**src/rtl/sub_pkg.sv**
```systemverilog
// rtl/sub_pkg.sv - shared types and decode helper for the registered 4-bit subtractor
package sub_pkg;

    localparam int OPND_W = 4;
    localparam int DIFF_W = 5;

    typedef struct packed {
        logic              borrow;
        logic [OPND_W-1:0] mag;
        logic [DIFF_W-1:0] diff;
    } sub_result_t;

    // Split a raw difference into sign and magnitude; z=16 falls out as borrow=1, mag=0
    function automatic sub_result_t decode_z(input logic [DIFF_W-1:0] z);
        sub_result_t       r;
        logic [OPND_W-1:0] neg;
        neg      = ~z[OPND_W-1:0] + OPND_W'(1);
        r.diff   = z;
        r.borrow = z[DIFF_W-1];
        r.mag    = r.borrow ? neg : z[OPND_W-1:0];
        return r;
    endfunction

endpackage

```
**src/rtl/sub_sync_fifo.sv**
```systemverilog
// rtl/sub_sync_fifo.sv - first-word fall-through FIFO holding decoded subtractor results
module sub_sync_fifo
    import sub_pkg::*;
#(
    parameter int  DEPTH = 4,
    parameter type T     = sub_result_t
) (
    input  logic                     sclk,
    input  logic                     srst,
    input  logic                     wr_en,
    input  T                         wr_data,
    input  logic                     rd_en,
    output T                         rd_data,
    output logic                     full,
    output logic                     empty,
    output logic [$clog2(DEPTH):0]   level
);

    localparam int AW = $clog2(DEPTH);

    // The caller only raises wr_en when not full (or popping) and rd_en when not empty
    T              mem [DEPTH];
    T              held;
    logic [AW-1:0] wr_ptr;
    logic [AW-1:0] rd_ptr;

    assign full    = (level == (AW+1)'(DEPTH));
    assign empty   = (level == '0);
    assign rd_data = empty ? held : mem[rd_ptr];

    // Storage write; contents need no reset because level gates visibility
    always_ff @(posedge sclk) begin
        if (wr_en) begin
            mem[wr_ptr] <= wr_data;
        end
    end

    // Pointers wrap naturally since DEPTH is a power of two; level tracks occupancy
    always_ff @(posedge sclk) begin
        if (srst) begin
            wr_ptr <= '0;
            rd_ptr <= '0;
            level  <= '0;
        end else begin
            if (wr_en) wr_ptr <= wr_ptr + AW'(1);
            if (rd_en) rd_ptr <= rd_ptr + AW'(1);
            case ({wr_en, rd_en})
                2'b10:   level <= level + 1'b1;
                2'b01:   level <= level - 1'b1;
                default: level <= level;
            endcase
        end
    end

    // Remember the current head so the output holds its last value once the FIFO empties
    always_ff @(posedge sclk) begin
        if (srst) begin
            held <= '0;
        end else if (!empty) begin
            held <= mem[rd_ptr];
        end
    end

endmodule

```
**src/rtl/sub_result_buffer.sv**
```systemverilog
// rtl/sub_result_buffer.sv - aligns, decodes and queues subtractor results; optional SUB_STATS_EN counters
module sub_result_buffer
    import sub_pkg::*;
#(
    parameter int DEPTH = 4,
    parameter int CNT_W = 8
) (
    input  logic                       sclk,
    input  logic                       srst,
    input  logic                       op_valid,
    input  logic [DIFF_W-1:0]          z_in,
    output logic                       out_valid,
    input  logic                       out_ready,
    output logic [DIFF_W-1:0]          out_diff,
    output logic                       out_borrow,
    output logic [OPND_W-1:0]          out_mag,
    output logic [$clog2(DEPTH):0]     level,
    output logic                       drop_err
`ifdef SUB_STATS_EN
    ,
    output logic [CNT_W-1:0]           neg_cnt,
    output logic [CNT_W-1:0]           zero_cnt
`endif
);

    if (DEPTH < 2 || (DEPTH & (DEPTH - 1)) != 0 || CNT_W < 1) begin : g_bad_cfg
        $error("sub_result_buffer: DEPTH must be a power of two >= 2 and CNT_W >= 1");
    end

    logic        vld_d1;
    logic        full;
    logic        empty;
    logic        pop;
    logic        push;
    logic        drop;
    sub_result_t res;
    sub_result_t head;

    assign res       = decode_z(z_in);
    assign out_valid = ~empty;
    assign pop       = out_valid & out_ready;
    assign push      = vld_d1 & (~full | pop);
    assign drop      = vld_d1 & full & ~pop;

    assign out_diff   = head.diff;
    assign out_borrow = head.borrow;
    assign out_mag    = head.mag;

    // Delay the operand strobe by the subtractor's register so it lines up with z_in
    always_ff @(posedge sclk) begin
        if (srst) vld_d1 <= 1'b0;
        else      vld_d1 <= op_valid;
    end

    // Sticky overflow flag: a result arrived with nowhere to go
    always_ff @(posedge sclk) begin
        if (srst)      drop_err <= 1'b0;
        else if (drop) drop_err <= 1'b1;
    end

    sub_sync_fifo #(
        .DEPTH (DEPTH),
        .T     (sub_result_t)
    ) u_fifo (
        .sclk    (sclk),
        .srst    (srst),
        .wr_en   (push),
        .wr_data (res),
        .rd_en   (pop),
        .rd_data (head),
        .full    (full),
        .empty   (empty),
        .level   (level)
    );

`ifdef SUB_STATS_EN
    // Saturating counts of accepted negative and zero results
    always_ff @(posedge sclk) begin
        if (srst) begin
            neg_cnt  <= '0;
            zero_cnt <= '0;
        end else if (push) begin
            if (res.borrow && neg_cnt != '1)
                neg_cnt <= neg_cnt + CNT_W'(1);
            if (res.diff == '0 && zero_cnt != '1)
                zero_cnt <= zero_cnt + CNT_W'(1);
        end
    end
`endif

endmodule
```
**config.mk**
```make
export PLATFORM = sky130hd
export DESIGN_NAME = sub_result_buffer
export DESIGN_NICKNAME = d
export VERILOG_FILES = /design/src/rtl/sub_pkg.sv /design/src/rtl/sub_sync_fifo.sv /design/src/rtl/sub_result_buffer.sv
export SDC_FILE = /design/constraint.sdc
export NUM_CORES = 1
export LEC_CHECK = 0
export CORE_ASPECT_RATIO = 0.8
export CORE_MARGIN = 1.5
export CORE_UTILIZATION = 56
export DETAILED_ROUTE_END_ITERATION = 8
export MAX_ROUTING_LAYER = met4
export PLACE_DENSITY = 0.79
export SYNTH_ARGS = -nofsm -noshare
export SYNTH_HDL_FRONTEND = slang
export SYNTH_HIERARCHICAL = 1
export SYNTH_SLANG_ARGS = --single-unit
```
**constraint.sdc**
```tcl
create_clock -name sclk -period 3.54 [get_ports sclk]
set_input_delay 0.708 -clock sclk [delete_from_list [all_inputs] [get_ports sclk]]
set_output_delay 0.708 -clock sclk [all_outputs]
set_load 0.05 [all_outputs]
```
**Word level (Yosys, flattened, before mapping)**

Memory sizes are Yosys's and may differ from the RTL's. A register that Yosys moved wholly into a read port is not among the register bits.
Index checks and enable logic that the tools add are counted.

- Bits in writable memories: 40
- Output and inout port bits: 15
- Memory bits (read-only): 0
- Memories: 1
- Bits in latches: 0
- Logic and storage cells: 35
- Register bits: 19
- Input bits: 9

Memory list:

| memory | words | bits a word | rd ports | clocked after memory_dff | wr ports | line | text |
|---|---|---|---|---|---|---|---|
| u_fifo.mem | 4 | 10 | 1 | 1 | 1 | sub_sync_fifo.sv:22 | `T mem [DEPTH];` |

- Shifts and indexed selects: 0
- Bitwise gates (word level): 9
- Reduce and logical (&&, ||, !) cells: 2
- Eq/ne operators: 3
- $add $sub $neg: 5
- Multiply operators: 0
- Order comparisons: 0
- Mux-type cells: 7
- Div/mod/pow operators: 0

Operator list:

| cell | number |
|---|---|
| two-way mux 10 bit | 1 |
| case mux 3 bit (2 select lines) | 1 |
| adder 2 x 1 -> 2 bit, second input constant | 2 |
| adder 4 x 1 -> 4 bit, second input constant | 1 |
| AND 1 bit | 4 |
| two-way mux 2 bit | 2 |
| two-way mux 4 bit | 1 |
| inverter 4 bit | 1 |
| adder 3 x 1 -> 3 bit, second input constant | 1 |
| equality test 3 bit, second input constant | 1 |
| logical NOT 3 bit | 1 |
| inverter 1 bit | 3 |
| subtractor 3 x 1 -> 3 bit, second input constant | 1 |
| equality test 2 x 1 -> 1 bit, second input constant | 1 |
| equality test 2 bit, second input constant | 1 |
| two-way mux 1 bit | 2 |
| nonzero test 2 bit | 1 |
| OR 1 bit | 1 |

**Logic depth before layout (Yosys ltp)**

Gate-level depths: netlist of run 1.

- Depth in word-level cells: 7
- Gate-level depth with buffers: 11
- Mapped depth without buffers: 10

**Modules after synthesis**

Netlist of run 1, hierarchy kept.

Modules (own cells, without submodules):

| module | sequential area each (um^2) | area an instance (um^2) | instances | cells an instance |
|---|---|---|---|---|
| sub_sync_fifo | 1,581.5 | 2,257.2 | 1 | 130 |
| sub_result_buffer | 40.0 | 142.6 | 1 | 18 |

**Least setup slack after synthesis of run 1**

Ideal clock, no wire load.

- Path type: register to register
- From: reg u_fifo.level[2]
- To: reg u_fifo.level[2]
- Arrival time: 2.681 ns
- Path buffers: 1
- Stages on the path, launching flop included: 12
- Period minus slack after synthesis: 2.752 ns
- Data required time: 3.469 ns
- Library setup time: 0.071 ns
- Path slack: 0.788 ns
- Cell sequence: dfxtp_1 > nor3_1 > buf_2 > nand2b_1 > a21boi_0 > inv_1 > ha_1 > inv_1 > fa_1 > xor2_1 > or3_1 > a21oi_1

- Longest elaborated chain between the ends: 7
- Elaborated cells on any way between the ends: 13
- Classes of those cells: add/sub (2); eq/ne (3); mux (1); bitwise (5); reduce/logical (2)

Ends and longest elaborated chain:

| what | line | text |
|---|---|---|
| from (decl) | sub_sync_fifo.sv:16 | `output logic [$clog2(DEPTH):0] level` |
| from (signal assigned) | sub_sync_fifo.sv:48 | `2'b10: level <= level + 1'b1;` |
| from (signal assigned) | sub_sync_fifo.sv:49 | `2'b01: level <= level - 1'b1;` |
| from (signal assigned) | sub_sync_fifo.sv:50 | `default: level <= level;` |
| logical NOT 3 bit * | sub_sync_fifo.sv:28 | `assign empty = (level == '0);` |
| net empty | sub_result_buffer.sv:32 | `logic empty;` |
| inverter 1 bit * | sub_result_buffer.sv:40 | `assign out_valid = ~empty;` |
| AND 1 bit * | sub_result_buffer.sv:41 | `assign pop = out_valid & out_ready;` |
| OR 1 bit * | sub_result_buffer.sv:42 | `assign push = vld_d1 & (~full \| pop);` |
| AND 1 bit * | sub_result_buffer.sv:42 |  |
| net push | sub_result_buffer.sv:34 | `logic push;` |
| equality test 2 x 1 -> 1 bit / equality test 2 bit (equally long branches) | sub_sync_fifo.sv:47 | `case ({wr_en, rd_en})` |
| case mux 3 bit (2 select lines) / nonzero test 2 bit (equally long branches) | n/a |  |

The timed path passes the listed nets; every way through them passes the cells marked *.
A chain may end at the register's enable or synchronous reset.

==> results.md, run 1 <==
- R2R Setup Slk: 0.96 ns
- Insertion delay to the later sink of the worst-skew pair: 0.33 ns
- RSZ-0062 raised after global routing: false
- Per-cell routed wire length: 15.9 um
- Num CTS Buffers: 9
- Final weighted congestion of routability-driven global placement: 0.724
- Cell Int Power: 1.71 mW
- Sequential share of the synthesized area: 0.676
- TritonCTS clock tree: yes
- Worst Setup Path Type: reg2out
- Fmax: 348 MHz
- Launch instance of the worst min-delay path: drop_err
- Number of optimization iterations in the first detailed-route pass: 4
- Yosys cell types: 27
- Routed WL: 3820 um
- Worst Path Required: 2.83 ns
- Post-CTS sizing: 0
- Largest incremental delay on the critical path: 0.74 ns
- Maximum vdd drop: 0.526 mV
- Net switching power of the design: 1.03 mW
- Max_slew headroom: 0.513
- Detail Route Antenna Nets: 0
- Die area: 4690 sq um
- Clock-pin slew on the worst setup and hold paths: 0.06 ns
- Initial antenna violation count: 0
- Worst hold path depth: 2
- Clk Tree Root Cell: clkbuf_8
- Half-perimeter wire length after placement: 2500 um
- Total Power: 2.74 mW
- Sequential fraction of design power: 0.340
- Effective utilization at floorplan: 0.578
- CTS H-tree lvls: 3
- IO Port Bufs: 23
- Number of sinks on the clock net: 61
- Final worst hold slack: 0.482 ns
- Via count of the first global-routing pass: 1246
- Hold buffers post-CTS: 0
- Overflow after GRT: 0
- Final critical-path required period: 2.88 ns
- Number of primary I/O pins: 24
- Width of the die: 76.2 um
- Global-route wire length before repair: 5970 um
- Max-cap violations: 0
- Setup Skew: 0.00630 ns
- Post-synthesis sequential element count: 61
- Area growth from synthesis to layout: 19.6%
- Initial drt markers: 23
- Yosys warning count: 6
- Least-Margin Pin Slew: 0.728 ns
- Vias per std cell: 5.18
- Ranking of synthesized cells by area: edfxtp_1 50%, dfxtp_1 18%, mux4_2 9.4%
- Net count after synthesis: 164
- Run status: finished clean
- Commonest cells after routing, fill and taps aside: 40 x edfxtp_1, 21 x dfxtp_1, 13 x clkdlybuf4s50_1
- Portion of total power attributed to combinational logic: 0.430
- Most common library cell in the layout ignoring fill and taps: edfxtp_1
- Critical Path Slowest Stage Cell: dfxtp_1
- Maximum number of pins on one net before global-route repair: 21
- Final #Nets: 196
- Clock network power share: 0.230
- Maximum root-to-sink buffer count: 2
- CP Capture Type: output port
- Share of the clock period used by the worst path: 0.813
- Critical path fanouts, max: 10
- Category of the worst setup path launch point: flop
- Total core area: 4150 sq um
- Mapped cell area: 2400 sq um
- Share of final-layout standard cells stronger than drive strength 1: 0.250
- DRC viols: 0
- Die boundary height: 61.6 um
- Type of the most critical hold path: reg2reg
- Number of buffers inserted to repair setup after CTS: 0
- Start of the worst register-to-register path: u_fifo/level[2]
- Overall fraction of global-route tracks in use: 0.190
- Cells along the critical path: mux4_2 > mux2_2 > buf_4
- Area share of the largest cell type after synthesis: 0.501
- Max Slew Vio Count: 0
- Worst endpoint data arrival time: 2.17 ns
- Syn Inst Count: 148
- Number of standard-cell rows in the floorplan: 21
- End point of the most critical hold path: drop_err
- Total negative setup slack: 0 ns
- Power density over the cells: 953 nW/um^2
- Avg Inst Size Synth: 16.2 sq um
- Number of vias in the routed layout: 1248
- Switching Fraction: 0.375
- Finish-stage setup viols: 0
- Cells on worst reg2reg path: 12
- Capture instance of the worst register-to-register path: u_fifo/level[2]
- Leak: 1.03 nW
- Total count of hold-check failures in the final report: 0
- Leading area contributor after synthesis: edfxtp_1
- Number of diodes: 0
==> area by class of cell <==
class,count,area [sq um]
Sequential cell,61,1620
Fill cell,308,1280
Multi-Input combinational cell,73,716
Timing Repair Buffer,25,220
Clock buffer,10,128
Clock inverter,5,76.3
Tap cell,57,71.3
Inverter,10,37.5
==> cell usage after synthesis <==
cell,number
clkbuf_1,1
clkbuf_2,1
mux2i_1,1
xor2_1,3
buf_6,1
dfxtp_1,21
nor2b_1,11
edfxtp_1,40
a21oi_1,2
nor2_1,9
nor3_1,1
and3_1,1
fa_1,1
or3_1,1
xnor2_1,4
and2_1,4
nand2b_1,2
o21ai_0,2
o31ai_2,1
a21boi_0,1
mux2_2,10
mux4_2,10
inv_1,10
nand2_1,2
ha_1,6
a31oi_1,1
buf_2,1
==> critical path: cells and delay by family, from the launching register on <==
kind                   cells  cell delay (ns)
flip-flops                 1             0.74
multiplexers               2             0.91
buffers and inverters      1             0.19
==> flip-flops by register name, summed over array words and instances (netlist names), named ones only <==
register / cells
u_fifo/level: 3
vld_d1: 1
u_fifo/held: 10
u_fifo/wr_ptr: 2
drop_err: 1
u_fifo/mem: 40
u_fifo/rd_ptr: 2
==> worst max path at each step <==
stage	from	endpoint	slack, ns
6_report	flop	out_mag[1]	0.66
5_1_grt	flop	out_mag[1]	0.51
4_1_cts	flop	out_diff[0]	0.62
3_5_place_dp	out_ready	u_fifo/level[2]	0.66
3_3_place_gp	out_ready	u_fifo/level[2]	0.79
2_1_floorplan	u_fifo/level[2]	u_fifo/level[2]	0.79
==> metrics by stage <==
stage	utilization	instances	setup WS, ns	cell area (sq um)
finish	0.691	241	0.662	2870
global route	0.691	241	0.506	2870
CTS	0.691	241	0.619	2870
detailed placement	0.642	226	0.663	2670
global placement	0.642	226	0.787	2670
floorplan	-	148	0.788	2400
==> power groups by stage <==
| stage | clock network [mW] | logic (mW) | registers [mW] |
|---|---|---|---|
| floorplan | 0 | 0.872 | 0.953 |
| global placement | 0 | 1.15 | 0.943 |
| detailed placement | 0 | 1.18 | 0.947 |
| CTS | 0.642 | 1.18 | 0.935 |
| global route | 0.671 | 1.24 | 0.947 |
| finish | 0.629 | 1.18 | 0.932 |
==> per-layer routing <==
metal  global-route usage  wire, um  share of wire  vias up
met2                0.302      1880           0.49       28
met3               0.0681       155          0.041        8
met1                0.214      1720           0.45      615
met4                0.111        70          0.018        0
li1                     -         -              -      597
met5                    -         0              0        -
==> logic make-up (layout without fill, tap and decap cells) <==
group	Yosys count	in the layout	share of synthesized area
flip-flops	61	61	0.676
AO/OA/AOI/OAI	7	7	0.0193
XOR/XNOR	7	7	0.0255
multiplexers	21	21	0.145
buffers and inverters	14	50	0.0261
AND/OR/NAND/NOR	31	31	0.0688
adder cells (fa/ha/maj)	7	7	0.0396
No activity file was read; power rests on OpenSTA's default activity.
==> run 2: changes to the inputs <==
Settings changed: CORE_UTILIZATION 56 to 50, PLACE_DENSITY 0.79 to 0.74.
Clock period 3.54 ns to 2.45 ns, I/O delays scaled along.
==> run 2 against run 1 <==
  * Power up 49%
  * Highest routed layer unchanged
  * Flip-flop and latch count unchanged
  * Final area grew 3.0%
==> results.md, run 2 (synthesis gave the netlist of run 1 again) <==
- Instance count after placement with tap cells included: 236 (was 226)
- Number of optimization iterations in the first detailed-route pass: 6 (was 4)
- Die boundary height: 65.0 um (was 61.6 um)
- Total count of hold-check failures in the final report: 0 (unchanged)
- Number of vias in the routed layout: 1317 (was 1248)
- Multi-input gate area: 721 sq um (was 716 sq um)
- Setup Skew: 0.0102 ns (was 0.00630 ns)
- Cell Count, Final, Fillers Out: 252 (was 241)
- Critical path fanouts, max: 10 (unchanged)
- Vias per std cell: 5.23 (was 5.18)
- Area taken by flip-flops and latches: 1630 sq um (was 1620 sq um)
- DRC viols: 0 (unchanged)
- Number of standard-cell rows in the floorplan: 22 (was 21)
- Detail Route Antenna Nets: 0 (unchanged)
- Maximum number of pins on one net before global-route repair: 21 (unchanged)
- Number of sinks on the clock net: 61 (unchanged)
- Most common library cell in the layout ignoring fill and taps: edfxtp_1 (unchanged)
- Total Power: 4.08 mW (was 2.74 mW)
- Finish-stage setup viols: 0 (unchanged)
- Worst endpoint data arrival time: 1.88 ns (was 2.17 ns)
- Overall fraction of global-route tracks in use: 0.183 (was 0.190)
- Maximum root-to-sink buffer count: 2 (unchanged)
- Number of primary I/O pins: 24 (unchanged)
- Critical Path Slowest Stage Cell: mux4_2 (was dfxtp_1)
- Commonest cells after routing, fill and taps aside: 40 x edfxtp_1, 19 x buf_4, 18 x dfxtp_1 (was 40 x edfxtp_1, 21 x dfxtp_1, 13 x clkdlybuf4s50_1)
- Power density over the cells: 1380 nW/um^2 (was 953 nW/um^2)
- Initial antenna violation count: 0 (unchanged)
- CTS H-tree lvls: 3 (unchanged)
- Final worst hold slack: 0.507 ns (was 0.482 ns)
- Worst Setup Path Type: reg2out (unchanged)
- Cells along the critical path: buf_12 > mux4_2 > mux2_2 > buf_4 (was mux4_2 > mux2_2 > buf_4)
- Run status: finished clean (unchanged)
- IO Port Bufs: 23 (unchanged)
- Area growth from synthesis to layout: 23.2% (was 19.6%)
- Cells on worst reg2reg path: 10 (was 12)
- Final weighted congestion of routability-driven global placement: 0.698 (was 0.724)
- Largest regs: u_fifo/mem (40), u_fifo/held (10), u_fifo/level (3) (unchanged)
- Clock-pin slew on the worst setup and hold paths: 0.07 ns (was 0.06 ns)
- Fmax: 422 MHz
- TritonCTS clock tree: yes (unchanged)
- Maximum vdd drop: 0.810 mV (was 0.526 mV)
- Final critical-path required period: 2.37 ns
- Type of the most critical hold path: reg2reg (unchanged)
- Via count of the first global-routing pass: 1328 (was 1246)
- Leak: 1.08 nW (was 1.03 nW)
- Routed WL: 4080 um (was 3820 um)
- Number of diodes: 0 (unchanged)
- Biggest register: u_fifo/mem (unchanged)
- Max_slew headroom: 0.460 (was 0.513)
- Share of final-layout standard cells stronger than drive strength 1: 0.307 (was 0.250)
- Die area: 5230 sq um (was 4690 sq um)
- Half-perimeter wire length after placement: 2670 um (was 2500 um)
- Largest incremental delay on the critical path: 0.54 ns (was 0.74 ns)
- Number of flip-flops under the largest register name: 40 (unchanged)
- CP Capture Type: output port (unchanged)
- # fillers: 318 (was 308)
- Width of the die: 80.5 um (was 76.2 um)
- Initial drt markers: 61 (was 23)
- Insertion delay to the later sink of the worst-skew pair: 0.33 ns (about the same)
- Share of the clock period used by the worst path: 0.967
- Clk Tree Root Cell: clkbuf_8 (unchanged)
- Worst Path Required: 1.96 ns (was 2.83 ns)
- Effective utilization at floorplan: 0.522 (was 0.578)
- Total core area: 4600 sq um (was 4150 sq um)
- Num CTS Buffers: 9 (unchanged)
- Global-route wire length before repair: 6440 um (was 5970 um)
- Least-Margin Pin Slew: 0.808 ns (was 0.728 ns)
- Final #Nets: 203 (was 196)
- Category of the worst setup path launch point: flop (unchanged)
- RSZ-0062 raised after global routing: false (unchanged)
- Max-cap violations: 0 (unchanged)
- Worst hold path depth: 2 (unchanged)
- Max Slew Vio Count: 0 (unchanged)
- Number of buffers inserted to repair setup after CTS: 0 (unchanged)
- Per-cell routed wire length: 16.2 um (was 15.9 um)
- Overflow after GRT: 0 (unchanged)
## run 2: routing by layer
layer | up-vias | track usage | part of all wire
met5 | - | - | 0
met4 | 0 | 0.0603 | 0.0051
met3 | 2 | 0.0803 | 0.052
met2 | 42 | 0.274 | 0.47
met1 | 660 | 0.225 | 0.47
li1 | 613 | - | -
## run 2: final cells by class
cell class / count / share of cell area
multi-input cells: 73 / 0.244
inverters: 10 / 0.0127
well taps: 60 / 0.0254
repair buffers: 32 / 0.0956
clock inverters: 6 / 0.0296
flip-flops and latches: 61 / 0.550
clock buffers: 10 / 0.0432
## run 2: path summary, 6_finish.rpt
check / from / endpoint / slack [ns]
max: flop / out_mag[0] / 0.08
min: drop_err / drop_err / 0.51
max reg2reg: u_fifo/level[2] / u_fifo/level[2] / 0.20
min reg2reg: drop_err / drop_err / 0.51
## run 2: metrics by stage
step | util | setup TNS, ns | worst slack, ns | instance area, sq um
2_1_floorplan | - | 0 | 0.0381 | 2410
3_3_place_gp | 0.594 | 0 | 0.0855 | 2730
3_5_place_dp | 0.594 | -0.0370 | -0.0370 | 2730
4_1_cts | 0.641 | 0 | 0.0347 | 2950
5_1_grt | 0.643 | 0 | 0.00267 | 2960
6_report | 0.643 | 0 | 0.0819 | 2960
## run 2: report_power, final
group | leakage, nW | internal (mW) | switching [mW] | total, mW
logic | 0.444 | 0.715 | 1.10 | 1.82
registers | 0.536 | 1.25 | 0.0724 | 1.32
clock network | 0.100 | 0.570 | 0.375 | 0.945
total | 1.08 | 2.53 | 1.55 | 4.08
## run 2: timing repair
item                                    4_1_cts  5_1_grt
gates resized for setup                       1        2
hold buffers                                  0        0
endpoints found under the setup margin        2        2
## run 2: worst max-delay path, delay by kind of cell, from the launching register on
kind,cells,cell delay (ns)
buffers and inverters,2,0.35
flip-flops,1,0.37
multiplexers,2,0.83
==> run 3: changes to the inputs <==
Settings changed: ABC_AREA set to 1, CORE_UTILIZATION 50 to 52, PLACE_DENSITY 0.74 to 0.76.
==> run 3 against run 2 <==
  * Setup slack better by 0.16 ns
  * Final area up 13%
  * Global-route usage up 1.9 points
  * Synthesized cell count up 100%
  * Combinational power up 41%
  * Die area up 7.4%
  * Cell count up 57%
  * Count of clock-buffer cells in the layout unchanged
  * Maximum frequency up 7.1%
==> results.md, run 3 <==
- Yosys cell types: 22 (was 27)
- Critical Path Source: u_fifo/level[0]
- Hold buffers post-CTS: 0 (unchanged)
- Maximum root-to-sink buffer count: 2 (unchanged)
- Setup Skew: 0.00848 ns (was 0.0102 ns)
- Via count of the first global-routing pass: 1707 (was 1328)
- Final #Nets: 345 (was 203)
- Insertion delay to the later sink of the worst-skew pair: 0.33 ns (about the same)
- Fmax: 452 MHz (was 422 MHz)
- Power density over the cells: 1400 nW/um^2 (was 1380 nW/um^2)
- Launch instance of the worst min-delay path: drop_err (unchanged)
- Proportion of register bits with asynchronous set or reset after synthesis: 0 (unchanged)
- # fillers: 381 (was 318)
- Finish-stage setup viols: 0 (unchanged)
- Total core area: 4980 sq um (was 4600 sq um)
- Start of the worst register-to-register path: u_fifo/level[0] (was u_fifo/level[2])
- Largest incremental delay on the critical path: 0.79 ns (was 0.54 ns)
- Biggest register: u_fifo/mem (unchanged)
- Category of the worst setup path launch point: flop (unchanged)
- Number of flip-flops under the largest register name: 40 (unchanged)
- Vias per std cell: 4.76 (was 5.23)
- Effective utilization at floorplan: 0.540 (was 0.522)
- Largest family of logic cells by synthesized area: simple AND/OR/NAND/NOR gates (was multiplexers)
- Die area: 5610 sq um (was 5230 sq um)
- Area growth from synthesis to layout: 24.5% (was 23.2%)
- DRC viols: 0 (unchanged)
- Mapped cell area: 2690 sq um (was 2400 sq um)
- Half-perimeter wire length after placement: 3260 um (was 2670 um)
- Number of diodes: 0 (unchanged)
- Post-synthesis sequential element count: 61 (unchanged)
- Total negative setup slack: 0 ns (unchanged)
- Termination of the worst setup path: out_valid (was out_mag[0])
- CTS H-tree lvls: 3 (unchanged)
- Number of optimization iterations in the first detailed-route pass: 4 (was 6)
- Post-CTS sizing: 0 (was 1)
- Clk Tree Root Cell: clkbuf_8 (unchanged)
- Cell Count, Final, Fillers Out: 396 (was 252)
- RSZ-0062 raised after global routing: false (unchanged)
- Share of the clock period used by the worst path: 0.903 (was 0.967)
- Syn Inst Count: 296 (was 148)
- Multi-input gate area: 768 sq um (was 721 sq um)
- Worst endpoint data arrival time: 1.72 ns (was 1.88 ns)
- Worst Setup Path Type: reg2out (unchanged)
- Number of sinks on the clock net: 61 (unchanged)
- Adder-cell share of the synthesized area: 0.0354 (was 0.0396)
- Critical path fanouts, max: 4 (was 10)
- Net count after synthesis: 312 (was 164)
- R2R Setup Slk: 0.28 ns (was 0.20 ns)
- Total count of hold-check failures in the final report: 0 (unchanged)
- Critical Path Slowest Stage Cell: clkdlybuf4s50_1 (was mux4_2)
- Max Slew Vio Count: 0 (unchanged)
- Run status: finished clean (unchanged)
- Least-Margin Pin Slew: 0.493 ns (was 0.808 ns)
- Type of the most critical hold path: reg2reg (unchanged)
- Xor-xnor portion of the synthesized cell area: 0.00326 (was 0.0255)
- Most common library cell in the layout ignoring fill and taps: inv_1 (was edfxtp_1)
- Max-cap violations: 0 (unchanged)
- Number of buffers inserted to repair setup after CTS: 0 (unchanged)
- CP Capture Type: output port (unchanged)
- Placed inst area: 3160 sq um (was 2730 sq um)
- Max_slew headroom: 0.670 (was 0.460)
- Yosys warning count: 6 (unchanged)
- Width of the die: 83.4 um (was 80.5 um)
- Avg Inst Size Synth: 9.08 sq um (was 16.2 sq um)
- Total Power: 4.69 mW (was 4.08 mW)
- Ranking of synthesized cells by area: edfxtp_1 45%, dfxtp_1 16%, inv_1 10% (was edfxtp_1 50%, dfxtp_1 18%, mux4_2 9.4%)
- Worst Path Required: 1.96 ns (about the same)
- Number of vias in the routed layout: 1885 (was 1317)
- Sequential share of the synthesized area: 0.603 (was 0.676)
- Final critical-path required period: 2.21 ns (was 2.37 ns)
- Cells on worst reg2reg path: 11 (was 10)
- Overall fraction of global-route tracks in use: 0.203 (was 0.183)
- Simple-Gate Fraction of Synth Area: 0.205 (was 0.0688)
- Compound-gate portion of the synthesized area: 0.0289 (was 0.0193)
- Instance count after placement with tap cells included: 380 (was 236)
- Die boundary height: 67.3 um (was 65.0 um)
- Initial antenna violation count: 0 (unchanged)
- Routed WL: 5080 um (was 4080 um)
- Synth cell count leaders: 72 x inv_1, 67 x nand2_1, 40 x edfxtp_1 (was 40 x edfxtp_1, 21 x dfxtp_1, 11 x nor2b_1)
- Per-cell routed wire length: 12.8 um (was 16.2 um)
- Area taken by flip-flops and latches: 1630 sq um (about the same)
- Final weighted congestion of routability-driven global placement: 0.731 (was 0.698)
- TritonCTS clock tree: yes (unchanged)
- Leading area contributor after synthesis: edfxtp_1 (unchanged)
- Clock-pin slew on the worst setup and hold paths: 0.07 ns (about the same)
- Maximum vdd drop: 0.926 mV (was 0.810 mV)
- Num CTS Buffers: 9 (unchanged)
- Largest regs: u_fifo/mem (40), u_fifo/held (10), u_fifo/level (3) (unchanged)
- Capture instance of the worst register-to-register path: u_fifo/level[2] (unchanged)
- Global-route wire length before repair: 8190 um (was 6440 um)
- Initial drt markers: 114 (was 61)
- Design area: 3350 sq um (was 2960 sq um)
- Most instantiated flip-flop cell in the synthesis netlist: edfxtp_1 (unchanged)
- Commonest cells after routing, fill and taps aside: 68 x inv_1, 66 x nand2_1, 40 x edfxtp_1 (was 40 x edfxtp_1, 19 x buf_4, 18 x dfxtp_1)
- Number of enable flip-flop cells after synthesis: 40 (unchanged)
- Share of final-layout standard cells stronger than drive strength 1: 0.141 (was 0.307)
- Fraction of synthesized area in multiplexers: 0 (was 0.145)
- Overflow after GRT: 0 (unchanged)
- Leak: 1.57 nW (was 1.08 nW)
- Maximum number of pins on one net before global-route repair: 21 (unchanged)
- Cells along the critical path: inv_4 > nand3_4 > inv_4 > clkinvlp_4 > clkdlybuf4s50_1 (was buf_12 > mux4_2 > mux2_2 > buf_4)
- Most repeated library cell on the critical path: inv_4
- Number of standard-cell rows in the floorplan: 23 (was 22)
- IO Port Bufs: 23 (unchanged)
- Number of primary I/O pins: 24 (unchanged)
- Most frequently used cell type in the post-synthesis netlist: inv_1 (was edfxtp_1)
- Detail Route Antenna Nets: 0 (unchanged)
- Area share of the largest cell type after synthesis: 0.447 (was 0.501)
[run 3: stage by stage]
stage | hold WS (ns) | setup slack (ns) | utilization
2_1_floorplan | 0.412 | 0.00169 | -
3_3_place_gp | 0.427 | 0.125 | 0.636
3_5_place_dp | 0.448 | 0.0721 | 0.636
4_1_cts | 0.460 | 0.212 | 0.672
5_1_grt | 0.483 | 0.147 | 0.672
6_report | 0.460 | 0.239 | 0.672
[run 3: worst min-delay path by stage]
stage / endpoint / cells after the start
2_1_floorplan: flop / 1
3_3_place_gp: u_fifo/rd_ptr[1] / 1
3_5_place_dp: drop_err / 2
4_1_cts: drop_err / 2
5_1_grt: drop_err / 2
6_report: drop_err / 2
[run 3: area by class of cell]
cell class,count,share of cell area
Sequential cell,61,0.488
Multi-Input combinational cell,150,0.230
Timing Repair Buffer,30,0.114
Inverter,77,0.0905
Clock buffer,10,0.0381
Tap cell,62,0.0232
Clock inverter,6,0.0161
[run 3: routing by layer]
metal | part of all wire | wire length, um | up-vias | GRT usage
met3 | 0.054 | 273 | 7 | 0.0587
met4 | 0.010 | 51 | 0 | 0.0646
met2 | 0.48 | 2440 | 51 | 0.336
met5 | 0 | 0 | - | -
li1 | - | - | 969 | -
met1 | 0.46 | 2310 | 858 | 0.245
[run 3: where the power goes]
part           leakage (nW)  internal, mW  switching [mW]  total (mW)
clock                0.0888         0.457           0.367       0.825
combinational         0.941          1.04            1.53        2.57
sequential            0.539          1.24          0.0546        1.30
[run 3: kinds of logic after synthesis]
kind of cell	after synthesis
flops	61
fa+ha+maj	7
buf+inv	85
compound gates	15
xor+xnor	1
simple gates	127
[run 3: worst max-delay path, delay by kind of cell (launching register included)]
family / cells / cell delay (ns)
simple gates: 1 / 0.08
flops: 1 / 0.37
buf+inv: 4 / 0.94
